--- config.mk ---
export PLATFORM = sky130hd
export DESIGN_NAME = bit_serializer_flat
export DESIGN_NICKNAME = d
export VERILOG_FILES = /design/src/rtl/bit_serializer_pkg.sv /design/src/rtl/bit_serializer_if.sv /design/src/rtl/bit_serializer.sv /design/src/flat_wrapper.sv
export SDC_FILE = /design/constraint.sdc
export NUM_CORES = 1
export LEC_CHECK = 0
export ABC_AREA = 1
export BUFFER_PORTS_ARGS = -buffer_cell sky130_fd_sc_hd__buf_2
export CORE_AREA = 2 2 50 43
export CTS_CLUSTER_DIAMETER = 200
export CTS_CLUSTER_SIZE = 40
export DETAILED_ROUTE_END_ITERATION = 10
export DIE_AREA = 0 0 52 45
export GPL_ROUTABILITY_DRIVEN = 1
export PLACE_DENSITY_LB_ADDON = 0.05
export SETUP_SLACK_MARGIN = 0.15
export SLEW_MARGIN = 40
export SYNTH_ARGS = -nofsm -noshare
export SYNTH_HDL_FRONTEND = slang
export SYNTH_SLANG_ARGS = --single-unit
--- constraint.sdc ---
create_clock -name clk -period 3.64 [get_ports clk]
set_input_delay 0.546 -clock clk [delete_from_list [all_inputs] [get_ports clk]]
set_output_delay 0.546 -clock clk [all_outputs]
set_load 0.03 [all_outputs]
--- src/rtl/bit_serializer_pkg.sv ---
// Shared types for the bit serializer.
package bit_serializer_pkg;

    // Controller states; SHIFT means a word is in flight.
    typedef enum logic {
        IDLE  = 1'b0,
        SHIFT = 1'b1
    } state_t;

endpackage

--- src/rtl/bit_serializer_if.sv ---
// Load / serial handshake bundle for the bit serializer.
// master drives the parallel word and consumes serial bits; slave is the serializer.
interface bit_serializer_if #(
    parameter int WIDTH = 8
);
    logic             load_valid;
    logic             load_ready;
    logic [WIDTH-1:0] load_data;
    logic             flush;
    logic             ser_valid;
    logic             ser_ready;
    logic             ser_bit;
    logic             ser_last;
    logic             busy;

    modport master (
        output load_valid,
        output load_data,
        output flush,
        output ser_ready,
        input  load_ready,
        input  ser_valid,
        input  ser_bit,
        input  ser_last,
        input  busy
    );

    modport slave (
        input  load_valid,
        input  load_data,
        input  flush,
        input  ser_ready,
        output load_ready,
        output ser_valid,
        output ser_bit,
        output ser_last,
        output busy
    );
endinterface

--- src/rtl/bit_serializer.sv ---
// Parallel-load serializer: accepts one WIDTH-bit word, then presents it one
// bit per accepted transfer, LSB or MSB first.
//
// state | meaning
// IDLE  | no word held; load_ready high, serial outputs forced low
// SHIFT | word in flight; ser_bit is the next bit, advanced on ser_ready
module bit_serializer
    import bit_serializer_pkg::*;
#(
    parameter int WIDTH     = 8,
    parameter int LSB_FIRST = 1
) (
    input logic             clk,
    input logic             rst,
    bit_serializer_if.slave bus
);

    localparam int               CNT_W    = $clog2(WIDTH);
    localparam int               OUT_IDX  = (LSB_FIRST != 0) ? 0 : WIDTH - 1;
    localparam logic [CNT_W-1:0] LAST_CNT = CNT_W'(WIDTH - 1);

    state_t           state;
    state_t           state_nxt;
    logic [WIDTH-1:0] shift_reg;
    logic [CNT_W-1:0] bit_cnt;
    logic             in_shift;
    logic             last_bit;
    logic             load_ready;
    logic             do_load;
    logic             do_shift;
    logic             do_flush;

    assign in_shift = (state == SHIFT);
    assign last_bit = in_shift && (bit_cnt == LAST_CNT);

    // State register; reset drops any word in flight immediately.
    always_ff @(posedge clk or posedge rst) begin
        if (rst) begin
            state <= IDLE;
        end else begin
            state <= state_nxt;
        end
    end

    // Next-state and handshake decode; flush outranks a simultaneous transfer.
    always_comb begin
        state_nxt  = state;
        load_ready = 1'b0;
        do_load    = 1'b0;
        do_shift   = 1'b0;
        do_flush   = 1'b0;
        case (state)
            IDLE: begin
                load_ready = 1'b1;
                if (bus.load_valid && load_ready && !bus.flush) begin
                    do_load   = 1'b1;
                    state_nxt = SHIFT;
                end
            end
            SHIFT: begin
                if (bus.flush) begin
                    do_flush  = 1'b1;
                    state_nxt = IDLE;
                end else if (bus.ser_ready) begin
                    do_shift = 1'b1;
                    if (last_bit) begin
                        state_nxt = IDLE;
                    end
                end
            end
            default: state_nxt = IDLE;
        endcase
    end

    // Shift register and bit counter; the counter stops at WIDTH-1 on the
    // final transfer and is cleared by the next load.
    always_ff @(posedge clk or posedge rst) begin
        if (rst) begin
            shift_reg <= '0;
            bit_cnt   <= '0;
        end else if (do_load) begin
            shift_reg <= bus.load_data;
            bit_cnt   <= '0;
        end else if (do_flush) begin
            shift_reg <= '0;
            bit_cnt   <= '0;
        end else if (do_shift) begin
            if (LSB_FIRST != 0) begin
                shift_reg <= {1'b0, shift_reg[WIDTH-1:1]};
            end else begin
                shift_reg <= {shift_reg[WIDTH-2:0], 1'b0};
            end
            if (!last_bit) begin
                bit_cnt <= bit_cnt + CNT_W'(1);
            end
        end
    end

    // Outputs come from registered state only; ser_bit is held low in IDLE.
    assign bus.load_ready = load_ready;
    assign bus.ser_valid  = in_shift;
    assign bus.busy       = in_shift;
    assign bus.ser_bit    = in_shift & shift_reg[OUT_IDX];
    assign bus.ser_last   = last_bit;

endmodule

--- src/flat_wrapper.sv ---
// flat-port wrapper written by rule: the top's interface ports become plain ports
module bit_serializer_flat import bit_serializer_pkg::*;
#(
    parameter int WIDTH     = 8,
    parameter int LSB_FIRST = 1
)
  (clk, rst, bus_load_valid, bus_load_data, bus_flush, bus_ser_ready, bus_load_ready, bus_ser_valid, bus_ser_bit, bus_ser_last, bus_busy);
  bit_serializer_if #(.WIDTH(WIDTH)) bus_i ();
  input logic clk;
  input logic rst;
  input wire logic [$bits(bus_i.load_valid)-1:0] bus_load_valid;
  input wire logic [$bits(bus_i.load_data)-1:0] bus_load_data;
  input wire logic [$bits(bus_i.flush)-1:0] bus_flush;
  input wire logic [$bits(bus_i.ser_ready)-1:0] bus_ser_ready;
  output wire logic [$bits(bus_i.load_ready)-1:0] bus_load_ready;
  output wire logic [$bits(bus_i.ser_valid)-1:0] bus_ser_valid;
  output wire logic [$bits(bus_i.ser_bit)-1:0] bus_ser_bit;
  output wire logic [$bits(bus_i.ser_last)-1:0] bus_ser_last;
  output wire logic [$bits(bus_i.busy)-1:0] bus_busy;
  assign bus_i.load_valid = bus_load_valid;
  assign bus_i.load_data = bus_load_data;
  assign bus_i.flush = bus_flush;
  assign bus_i.ser_ready = bus_ser_ready;
  assign bus_load_ready = bus_i.load_ready;
  assign bus_ser_valid = bus_i.ser_valid;
  assign bus_ser_bit = bus_i.ser_bit;
  assign bus_ser_last = bus_i.ser_last;
  assign bus_busy = bus_i.busy;
  bit_serializer #(.WIDTH(WIDTH), .LSB_FIRST(LSB_FIRST)) u_core (.clk(clk), .rst(rst), .bus(bus_i));
endmodule
==> results.tsv <==
metric	value	unit
synthTopCellsByArea	dfrtp_1, nand2_1, nand4_1, inv_1, a21oi_1	
fin_crit_sh	0.532	
cts_made_buffers	3	
ys_types	16	
reg2reg_depth	5	
stdcell_area	883	µm²
dp_hpwl	1280	µm
initial_utilization	0.431	
cts_tree	done	
num_antenna_cells	0	
post_cts_resized	0	
multi_input_area	360	µm²
syn_area	777	µm²
register_area	300	µm²
p_leak	0.527	nW
fin_setup_tns	0	ps
async_flop_share	1.00	
syn_avg_cell_area	7.13	µm²
finClkSkew	6.94	ps
cts_buffer_depth	2	
cp-end-kind	output port	
drv_slew	0	
num_io_pins	18	
drtPass1Iterations	4	
cp-start-kind	flip-flop	
rsz0062_at_grt	false	
synth-main-ff-cell	dfrtp_1	
synth_area_leader_cell	dfrtp_1	
cp_max_fo	3	
maxCapViolations	0	
port_buffers	17	
nets	140	
p_comb_frac	0.305	
synth.top_cell.area_share	0.386	
cts_root_buf	clkbuf_4	
postCtsSetupRepairBufs	0	
status	complete, no violations	
synth_warnings	0	
cts_hold_buffers	0	
row_count	14	
rrSetupSlack	2140	ps
area_growth	13.7	%
wl_per_cell	11.4	µm
grt-ovfl-total	0	
placed_cells	144	
groute.layer.met2.usage	0.263	
pre_cts_ws	2000	ps
layout-drive-gt1-share	0.210	
setup_violations	0	
avgViaCountPerCell	4.87	
powerDensity	491	mW/mm²
coreArea	0.00180	mm²
grt_max_degree	19	
die_x	52	µm
min_period	1940	ps
final-hold-violation-count	0	
gp_congestion	0.851	
grt_pass1_vias	639	
cp.required	3090	ps
clk_latency	280	ps
drtAntennaViolNets	0	
htreeDepth	1	
critPathArrivalTime	1390	ps
syn-num-nets	124	
cts_sinks	12	
power_switching	159	µW
groute.usage.overall	0.159	
setup_ws	1700	ps
grt.busiest_layer	met2	
drc_errors	0	
fillers	190	
switching_share	0.367	
antenna_found_initial	0	
syn-instance-count	109	
grt_use_met3	0.0530	
synth_edf_count	0	
worst_pin_slew	619	ps
p_int	275	µW
largest_register_ff_count	8	
clk_pin_slew	80	ps
grt_pass1_wl	2720	µm
r2r_start	u_core.bus.busy	
layout.cells.non_filler	148	
r2r-end	u_core.bit_cnt[0]	
grt_use_met1	0.203	
die-height	45	µm
drt_iter0_drc	15	
crit_type	reg2out	
pwr-share-seq	0.444	
relSlewSlack	0.587	
routed_wl	1690	µm
ys_ff_latch	12	
clkPwrFrac	0.252	
dieArea	0.00234	mm²
hold_class	in2async	
fmax	517	MHz
yosysSeqAreaShare	0.386	
ir_drop	0.234	mV
place_area	847	µm²
vias	721	
[per-stage QoR]
step / total power, mW / hold WS (ps) / util
floorplan: 0.296 / 411 / -
global placement: 0.328 / 476 / 0.469
detailed placement: 0.327 / 468 / 0.469
CTS: 0.436 / 284 / 0.490
global route: 0.469 / 297 / 0.490
finish: 0.434 / 257 / 0.490
[power groups by stage]
stage | clock (mW) | sequential [mW] | combinational, mW
CTS | 0.111 | 0.192 | 0.133
global route | 0.120 | 0.197 | 0.152
floorplan | 0 | 0.185 | 0.111
finish | 0.109 | 0.193 | 0.132
global placement | 0 | 0.197 | 0.131
detailed placement | 0 | 0.195 | 0.132
[critical path: stages, from the launching register on]
cell and delay (ps):
dfrtp_1 410, ha_1 210, ha_1 210, nand2_1 70, inv_1 40, buf_2 170
[cells by family after synthesis]
kind of cell	after synthesis	share of synthesized area
simple gates	60	0.353
buf+inv	23	0.150
compound gates	12	0.0789
flops	12	0.386
fa+ha+maj	2	0.0322
[final cells by class]
type                    count  area share
repair buffers             17      0.0963
flip-flops and latches     12       0.340
clock buffers               4      0.0411
multi-input cells          74       0.408
well taps                  24      0.0340
inverters                  17      0.0807
[cell usage after synthesis (2+ instances only)]
cell type	number
buf_6	2
nand3_1	2
nand2_1	46
buf_2	3
a21oi_1	10
dfrtp_1	12
ha_1	2
nand4_1	10
inv_1	14
inv_2	2
[cell usage in the layout, fill, tap and decap left out]
cell type	netlist	routed
nand2_1	46	46
buf_2	3	17
inv_1	14	14
dfrtp_1	12	12
a21oi_1	10	10
nand4_1	10	10
clkbuf_4	0	3
inv_2	2	2
nand3_1	2	2
ha_1	2	2
inv_8	1	1
nand3_4	1	1
o21ai_1	1	1
nand2_4	1	1
o22ai_1	1	1
clkbuf_8	0	1
[how the worst max path moves through the flow]
stage,end,from,depth (start not counted)
5_1_grt,bus_ser_bit,u_core.bus.busy,3
3_3_place_gp,bus_ser_bit,u_core.bus.busy,3
3_5_place_dp,bus_ser_bit,u_core.bus.busy,3
4_1_cts,bus_ser_bit,u_core.bus.busy,3
6_report,bus_ser_last,u_core.bit_cnt[0],5
2_1_floorplan,bus_ser_bit,u_core.bus.busy,4
[metal layers]
| layer | wire length, µm | vias to the layer above |
|---|---|---|
| li1 | - | 372 |
| met1 | 780 | 332 |
| met2 | 778 | 17 |
| met3 | 126 | 0 |
| met4 | 0 | 0 |
| met5 | 0 | - |
No activity file was read; power rests on OpenSTA's default activity.
